===== src/rtl/fifo_pkt_reader_if.sv =====
// Bundle of the FIFO read port and the downstream byte stream.
// master = packet reader, slave = FIFO/sink side.
interface fifo_pkt_reader_if #(
    parameter int DATA_WIDTH = 8
) ();
    logic                  EMPTY;
    logic [DATA_WIDTH-1:0] RD_DATA;
    logic                  R_INC;
    logic [DATA_WIDTH-1:0] OUT_DATA;
    logic                  OUT_VALID;
    logic                  OUT_READY;
    logic                  OUT_SOP;
    logic                  OUT_EOP;

    modport master (
        input  EMPTY, RD_DATA, OUT_READY,
        output R_INC, OUT_DATA, OUT_VALID, OUT_SOP, OUT_EOP
    );

    modport slave (
        output EMPTY, RD_DATA, OUT_READY,
        input  R_INC, OUT_DATA, OUT_VALID, OUT_SOP, OUT_EOP
    );
endinterface


===== src/rtl/fifo_pkt_reader.sv =====
// Read-domain packet reader: pops fixed-size packets from the async FIFO,
// streams them out with SOP/EOP, and tracks checksum, count and underrun.
module fifo_pkt_reader #(
    parameter int DATA_WIDTH = 8,
    parameter int PKT_BYTES  = 10,
    parameter int TIMEOUT    = 16,
    parameter int CNT_WIDTH  = 16
) (
    input  logic                   R_CLK,
    input  logic                   R_RST,
    input  logic                   EN,
    input  logic                   CLR_ERR,
    fifo_pkt_reader_if.master      bus,
    output logic                   PKT_DONE,
    output logic [DATA_WIDTH-1:0]  PKT_SUM,
    output logic [CNT_WIDTH-1:0]   PKT_CNT,
    output logic                   UNDERRUN_ERR
);
    localparam int IW = $clog2(PKT_BYTES + 1);
    localparam int SW = $clog2(TIMEOUT + 1);
    localparam logic [IW-1:0] LAST_IDX   = IW'(PKT_BYTES - 1);
    localparam logic [SW-1:0] LAST_STALL = SW'(TIMEOUT - 1);

    typedef enum logic [1:0] {
        S_IDLE,
        S_STREAM,
        S_DRAIN,
        S_DONE
    } state_t;

    state_t                state_q, state_d;
    logic [IW-1:0]         idx_q, idx_d;
    logic [SW-1:0]         stall_q, stall_d;
    logic [DATA_WIDTH-1:0] sum_q, sum_d;
    logic [DATA_WIDTH-1:0] data_q, data_d;
    logic [DATA_WIDTH-1:0] psum_q, psum_d;
    logic [CNT_WIDTH-1:0]  cnt_q, cnt_d;
    logic                  valid_q, valid_d;
    logic                  sop_q, sop_d;
    logic                  eop_q, eop_d;
    logic                  err_q, err_d;
    logic                  pop, accept;

    assign accept = valid_q && bus.OUT_READY;
    assign pop    = (state_q == S_STREAM) && !bus.EMPTY
                    && (!valid_q || bus.OUT_READY);

    assign bus.R_INC     = pop;
    assign bus.OUT_DATA  = data_q;
    assign bus.OUT_VALID = valid_q;
    assign bus.OUT_SOP   = sop_q;
    assign bus.OUT_EOP   = eop_q;
    assign PKT_DONE      = (state_q == S_DONE);
    assign PKT_SUM       = psum_q;
    assign PKT_CNT       = cnt_q;
    assign UNDERRUN_ERR  = err_q;

    always_comb begin
        state_d = state_q;
        idx_d   = idx_q;
        stall_d = stall_q;
        sum_d   = sum_q;
        data_d  = data_q;
        psum_d  = psum_q;
        cnt_d   = cnt_q;
        valid_d = valid_q;
        sop_d   = sop_q;
        eop_d   = eop_q;
        err_d   = err_q;
        if (CLR_ERR) err_d = 1'b0;
        unique case (state_q)
            S_IDLE: begin
                if (EN && !bus.EMPTY) begin
                    state_d = S_STREAM;
                    idx_d   = '0;
                    sum_d   = '0;
                    stall_d = '0;
                end
            end
            S_STREAM: begin
                if (pop) begin
                    data_d  = bus.RD_DATA;
                    valid_d = 1'b1;
                    sop_d   = (idx_q == '0);
                    eop_d   = (idx_q == LAST_IDX);
                    sum_d   = sum_q + bus.RD_DATA;
                    idx_d   = idx_q + IW'(1);
                    stall_d = '0;
                    if (idx_q == LAST_IDX) state_d = S_DRAIN;
                end else begin
                    if (accept) begin
                        valid_d = 1'b0;
                        sop_d   = 1'b0;
                        eop_d   = 1'b0;
                    end
                    // starvation only counts once a packet is under way
                    if (bus.EMPTY && idx_q != '0) begin
                        if (stall_q == LAST_STALL) begin
                            err_d   = 1'b1;
                            valid_d = 1'b0;
                            sop_d   = 1'b0;
                            eop_d   = 1'b0;
                            idx_d   = '0;
                            sum_d   = '0;
                            stall_d = '0;
                            state_d = S_IDLE;
                        end else begin
                            stall_d = stall_q + SW'(1);
                        end
                    end
                end
            end
            S_DRAIN: begin
                if (accept) begin
                    valid_d = 1'b0;
                    sop_d   = 1'b0;
                    eop_d   = 1'b0;
                    psum_d  = sum_q;
                    state_d = S_DONE;
                end
            end
            S_DONE: begin
                cnt_d   = cnt_q + CNT_WIDTH'(1);
                state_d = S_IDLE;
            end
            default: state_d = S_IDLE;
        endcase
    end

    always_ff @(posedge R_CLK or posedge R_RST) begin
        if (R_RST) begin
            state_q <= S_IDLE;
            idx_q   <= '0;
            stall_q <= '0;
            sum_q   <= '0;
            data_q  <= '0;
            psum_q  <= '0;
            cnt_q   <= '0;
            valid_q <= 1'b0;
            sop_q   <= 1'b0;
            eop_q   <= 1'b0;
            err_q   <= 1'b0;
        end else begin
            state_q <= state_d;
            idx_q   <= idx_d;
            stall_q <= stall_d;
            sum_q   <= sum_d;
            data_q  <= data_d;
            psum_q  <= psum_d;
            cnt_q   <= cnt_d;
            valid_q <= valid_d;
            sop_q   <= sop_d;
            eop_q   <= eop_d;
            err_q   <= err_d;
        end
    end
endmodule


===== src/flat_wrapper.sv =====
// flat-port wrapper written by rule: the top's interface ports become plain ports
module fifo_pkt_reader_flat 
#(
    parameter int DATA_WIDTH = 8,
    parameter int PKT_BYTES  = 10,
    parameter int TIMEOUT    = 16,
    parameter int CNT_WIDTH  = 16
)
  (R_CLK, R_RST, EN, CLR_ERR, PKT_DONE, PKT_SUM, PKT_CNT, UNDERRUN_ERR, bus_EMPTY, bus_RD_DATA, bus_OUT_READY, bus_R_INC, bus_OUT_DATA, bus_OUT_VALID, bus_OUT_SOP, bus_OUT_EOP);
  fifo_pkt_reader_if #(.DATA_WIDTH(DATA_WIDTH)) bus_i ();
  input  logic R_CLK;
  input  logic R_RST;
  input  logic EN;
  input  logic CLR_ERR;
  output logic PKT_DONE;
  output logic [DATA_WIDTH-1:0] PKT_SUM;
  output logic [CNT_WIDTH-1:0] PKT_CNT;
  output logic UNDERRUN_ERR;
  input wire logic [$bits(bus_i.EMPTY)-1:0] bus_EMPTY;
  input wire logic [$bits(bus_i.RD_DATA)-1:0] bus_RD_DATA;
  input wire logic [$bits(bus_i.OUT_READY)-1:0] bus_OUT_READY;
  output wire logic [$bits(bus_i.R_INC)-1:0] bus_R_INC;
  output wire logic [$bits(bus_i.OUT_DATA)-1:0] bus_OUT_DATA;
  output wire logic [$bits(bus_i.OUT_VALID)-1:0] bus_OUT_VALID;
  output wire logic [$bits(bus_i.OUT_SOP)-1:0] bus_OUT_SOP;
  output wire logic [$bits(bus_i.OUT_EOP)-1:0] bus_OUT_EOP;
  assign bus_i.EMPTY = bus_EMPTY;
  assign bus_i.RD_DATA = bus_RD_DATA;
  assign bus_i.OUT_READY = bus_OUT_READY;
  assign bus_R_INC = bus_i.R_INC;
  assign bus_OUT_DATA = bus_i.OUT_DATA;
  assign bus_OUT_VALID = bus_i.OUT_VALID;
  assign bus_OUT_SOP = bus_i.OUT_SOP;
  assign bus_OUT_EOP = bus_i.OUT_EOP;
  fifo_pkt_reader #(.DATA_WIDTH(DATA_WIDTH), .PKT_BYTES(PKT_BYTES), .TIMEOUT(TIMEOUT), .CNT_WIDTH(CNT_WIDTH)) u_core (.R_CLK(R_CLK), .R_RST(R_RST), .EN(EN), .CLR_ERR(CLR_ERR), .bus(bus_i), .PKT_DONE(PKT_DONE), .PKT_SUM(PKT_SUM), .PKT_CNT(PKT_CNT), .UNDERRUN_ERR(UNDERRUN_ERR));
endmodule

===== config.mk =====
export PLATFORM = sky130hd
export DESIGN_NAME = fifo_pkt_reader_flat
export DESIGN_NICKNAME = d
export VERILOG_FILES = /design/src/rtl/fifo_pkt_reader_if.sv /design/src/rtl/fifo_pkt_reader.sv /design/src/flat_wrapper.sv
export SDC_FILE = /design/constraint.sdc
export NUM_CORES = 1
export LEC_CHECK = 0
export ABC_CLOCK_PERIOD_IN_PS = 3500
export CORE_MARGIN = 2
export CORE_UTILIZATION = 56
export DETAILED_ROUTE_END_ITERATION = 8
export HOLD_SLACK_MARGIN = 0.05
export PLACE_DENSITY = 0.86
export SYNTH_ARGS = -nofsm -noshare
export SYNTH_HDL_FRONTEND = slang
export SYNTH_SLANG_ARGS = --single-unit

===== constraint.sdc =====
create_clock -name R_CLK -period 3.5 [get_ports R_CLK]
set_clock_uncertainty 0.2 [all_clocks]
set_input_delay 0.35 -clock R_CLK [delete_from_list [all_inputs] [get_ports R_CLK]]
set_output_delay 0.35 -clock R_CLK [all_outputs]
set_load 0.005 [all_outputs]

==> flow_summary.yaml <==
synth:
  post_synth_instance_area_um2: 2770
  post-synth-top-area-cell: "sky130_fd_sc_hd__dfrtp_1"
  seq_area_frac_synth_pct: 49.8
  post_synth_inst_count: 274
  synthTopCellsByArea: "sky130_fd_sc_hd__dfrtp_1 (50%), sky130_fd_sc_hd__nand2_1 (7.5%), sky130_fd_sc_hd__ha_1 (7.2%)"
  synth_flop_cell: "sky130_fd_sc_hd__dfrtp_1"
  synth_async_sr_flop_share_pct: 100
  synth-edff-count: 0
  synth.top_cell.area_share_pct: 49.8
  synth_cell_types: 42
  synth_warnings: 0
  syn_avg_cell_area_um2: 10.1
  synth.ff_latch_count: 55
  postSynthNetCount: 305
cells_and_area:
  finalInstanceArea_um2: 3470
  num_antenna_cells: 0
  fillerInstances: 359
  area.growth.synth_to_final_pct: 25.5
  final_core_utilization_pct: 73.0
  drive_gt1_share_pct: 6.71
  fin_nets: 358
  commonest_cells_after_routing_fill_and_taps_aside: "sky130_fd_sc_hd__nand2_1 (55), sky130_fd_sc_hd__dfrtp_1 (55), sky130_fd_sc_hd__clkdlybuf4s50_1 (51)"
place:
  placement.io_buffers: 51
  detailedPlacementHpwl_mm: 4.12
  finalWeightedCongestion: 0.841
  place_ws_ns: 0.683
  place_area_um2: 3350
sta:
  finalWorstPathRequiredPeriod_ns: 2.76
  period_share_pct: 78.8
  worstMarginPinSlew_ns: 0.602
  holdWs_ns: 0.128
  fin_hold_viols: 0
  setup-tns-final_ns: 0
  post-route-worst-setup-slack_ns: 0.741
  setup_repair_after_global_routing_missed_its_margin: "no"
  slew_headroom_pct: 59.9
  timing.final.max_slew_violations: 0
  maxClockFrequency_mhz: 362
  setup_viol: 0
setup_path:
  start_kind: "flip-flop"
  worstSetupPathType: "reg2reg"
  critical_path_capture_point_type: "flip-flop"
  critical_path.max_fanout: 22
  cp_data_required_time_ns: 3.54
  arrival_ns: 2.80
clocking:
  max-clock-path-buffers: 2
  cts_sinks: 55
  post_cts_hold_buffer_count: 0
  clockRootBuffer: "sky130_fd_sc_hd__clkbuf_8"
  post_cts.repair.setup_buffers: 0
  cts_made_buffers: 5
  clkLatencyLatePin_ns: 0.30
  cts_tree: "built"
  clkSlewWorstSetupHoldPaths_ns: 0.10
  cts_resizes: 0
  cts-htree-levels: 2
run_status:
  outcome: "completed"
floorplan:
  io_pins: 52
  die_y_um: 74.3
  fp.dieArea_um2: 5520
  dieWidth_um: 74.3
  initial_utilization_pct: 58.2
  floorplan.core_area_um2: 4750
  fp-row-count: 25
global_routing:
  global_route_wire_length_before_repair_mm: 9.46
  antenna_found_initial: 0
  vias_in_the_first_global_route: 2055
  track_usage_pct: 22.2
  pin_count_of_the_biggest_net_entering_global_routing: 40
  grt-ovfl-total: 0
route:
  routed-via-count: 2100
  number_of_nets_with_antenna_violations_after_detailed_routing: 0
  drt_iter0_drc: 111
  drcViolationCount: 0
  finalWirelength_mm: 5.55
  detail_route.first_pass.iterations: 4
  drt_wl_cell_um: 14.1
  via_per_inst: 5.32
worst_hold_path:
  hp-class: "in2async"
flow_run:
  max_cap_violations: 0
power_and_ir_drop:
  static-leakage-power_nw: 1.61
  irDropWorstVdd_mv: 0.506
  cellPowerDensity_nw_per_um2: 712
-- critical path, stage by stage, from the launching register on --
cell	delay [ns]
sky130_fd_sc_hd__dfrtp_1	0.41
sky130_fd_sc_hd__inv_1	0.08
sky130_fd_sc_hd__ha_1	0.19
sky130_fd_sc_hd__nor3b_1	0.15
sky130_fd_sc_hd__or4b_1	0.62
sky130_fd_sc_hd__a21o_1	0.42
sky130_fd_sc_hd__or4_1	0.54
sky130_fd_sc_hd__nand3_1	0.09
-- synthesized netlist by cell type, drive strengths merged, types with 2 or more instances --
cell,count
a211oi,2
a21boi,2
a21o,2
a21oi,6
a221o,2
and2,4
and3,6
and4,2
buf,2
clkbuf,6
dfrtp,55
ha,16
inv,14
mux2,9
nand2,55
nand2b,3
nand3,9
nand4,5
nor2,7
nor2b,5
nor3,2
o21a,3
o21ai,16
o31ai,4
o41ai,2
or3,2
or4b,2
xnor2,12
xor2,7
-- metal layers --
metal / wire, um / global-route usage (%)
met5: 0 / 0
met1: 2600 / 30.6
met4: 52 / 6.55
met3: 147 / 3.39
met2: 2750 / 36.8
-- power by group --
part           total, mW  switching, mW  internal [mW]
Combinational       1.05          0.517          0.537
Sequential         0.980          0.156          0.824
Clock              0.436          0.201          0.235
Total               2.47          0.874           1.60
-- metrics by stage --
step / cells / power, mW
floorplan: 274 / 1.61
global placement: 387 / 2.00
detailed placement: 387 / 2.04
CTS: 395 / 2.49
global route: 395 / 2.67
finish: 395 / 2.47
-- logic make-up (layout without fill, tap and decap cells) --
kind of cell,Yosys count,after routing,synth area share (%)
and+or+nand+nor,105,105,18.2
DFF,55,55,49.8
AOI/OAI and AO/OA,47,47,11.3
buffers and inverters,22,76,3.08
xor gates and xnor gates,19,19,6.02
adders and majority gates,17,17,7.96
muxes,9,9,3.67
-- state kept, by name (all words and copies together), names as in the netlist, named ones only --
register,count
u_core.state_q,1
u_core.bus.OUT_SOP,1
u_core.idx_q,4
u_core.UNDERRUN_ERR,1
u_core.PKT_CNT,16
u_core.bus.OUT_VALID,1
u_core.stall_q,5
u_core.bus.OUT_EOP,1
u_core.bus.OUT_DATA,8
u_core.sum_q,8
u_core.PKT_SUM,8
-- cell type report --
| cell class | count | area [um2] | share of cell area, % |
|---|---|---|---|
| clock buffer | 6 | 82.6 | 2.38 |
| timing repair buffer | 54 | 533 | 15.4 |
| clock inverter | 2 | 38.8 | 1.12 |
| multi-input combinational | 197 | 1300 | 37.6 |
| inverter | 14 | 52.6 | 1.51 |
| tap | 67 | 83.8 | 2.42 |
| sequential | 55 | 1380 | 39.7 |
-- worst paths after layout --
kind                                         start  slack [ns]  depth (start not counted)                 end
worst max register to register     u_core.idx_q[0]        0.74                          7     u_core.idx_q[3]
worst min-delay path                         R_RST        0.13                          2   u_core.PKT_CNT[7]
worst min register to register  u_core.PKT_CNT[15]        0.27                          1  u_core.PKT_CNT[15]
min in group R_CLK              u_core.PKT_CNT[15]        0.27                          1  u_core.PKT_CNT[15]
worst max-delay path               u_core.idx_q[0]        0.74                          7     u_core.idx_q[3]
max in group asynchronous                    R_RST        2.18                          3     u_core.idx_q[2]
(Power assumes the default switching activity.)
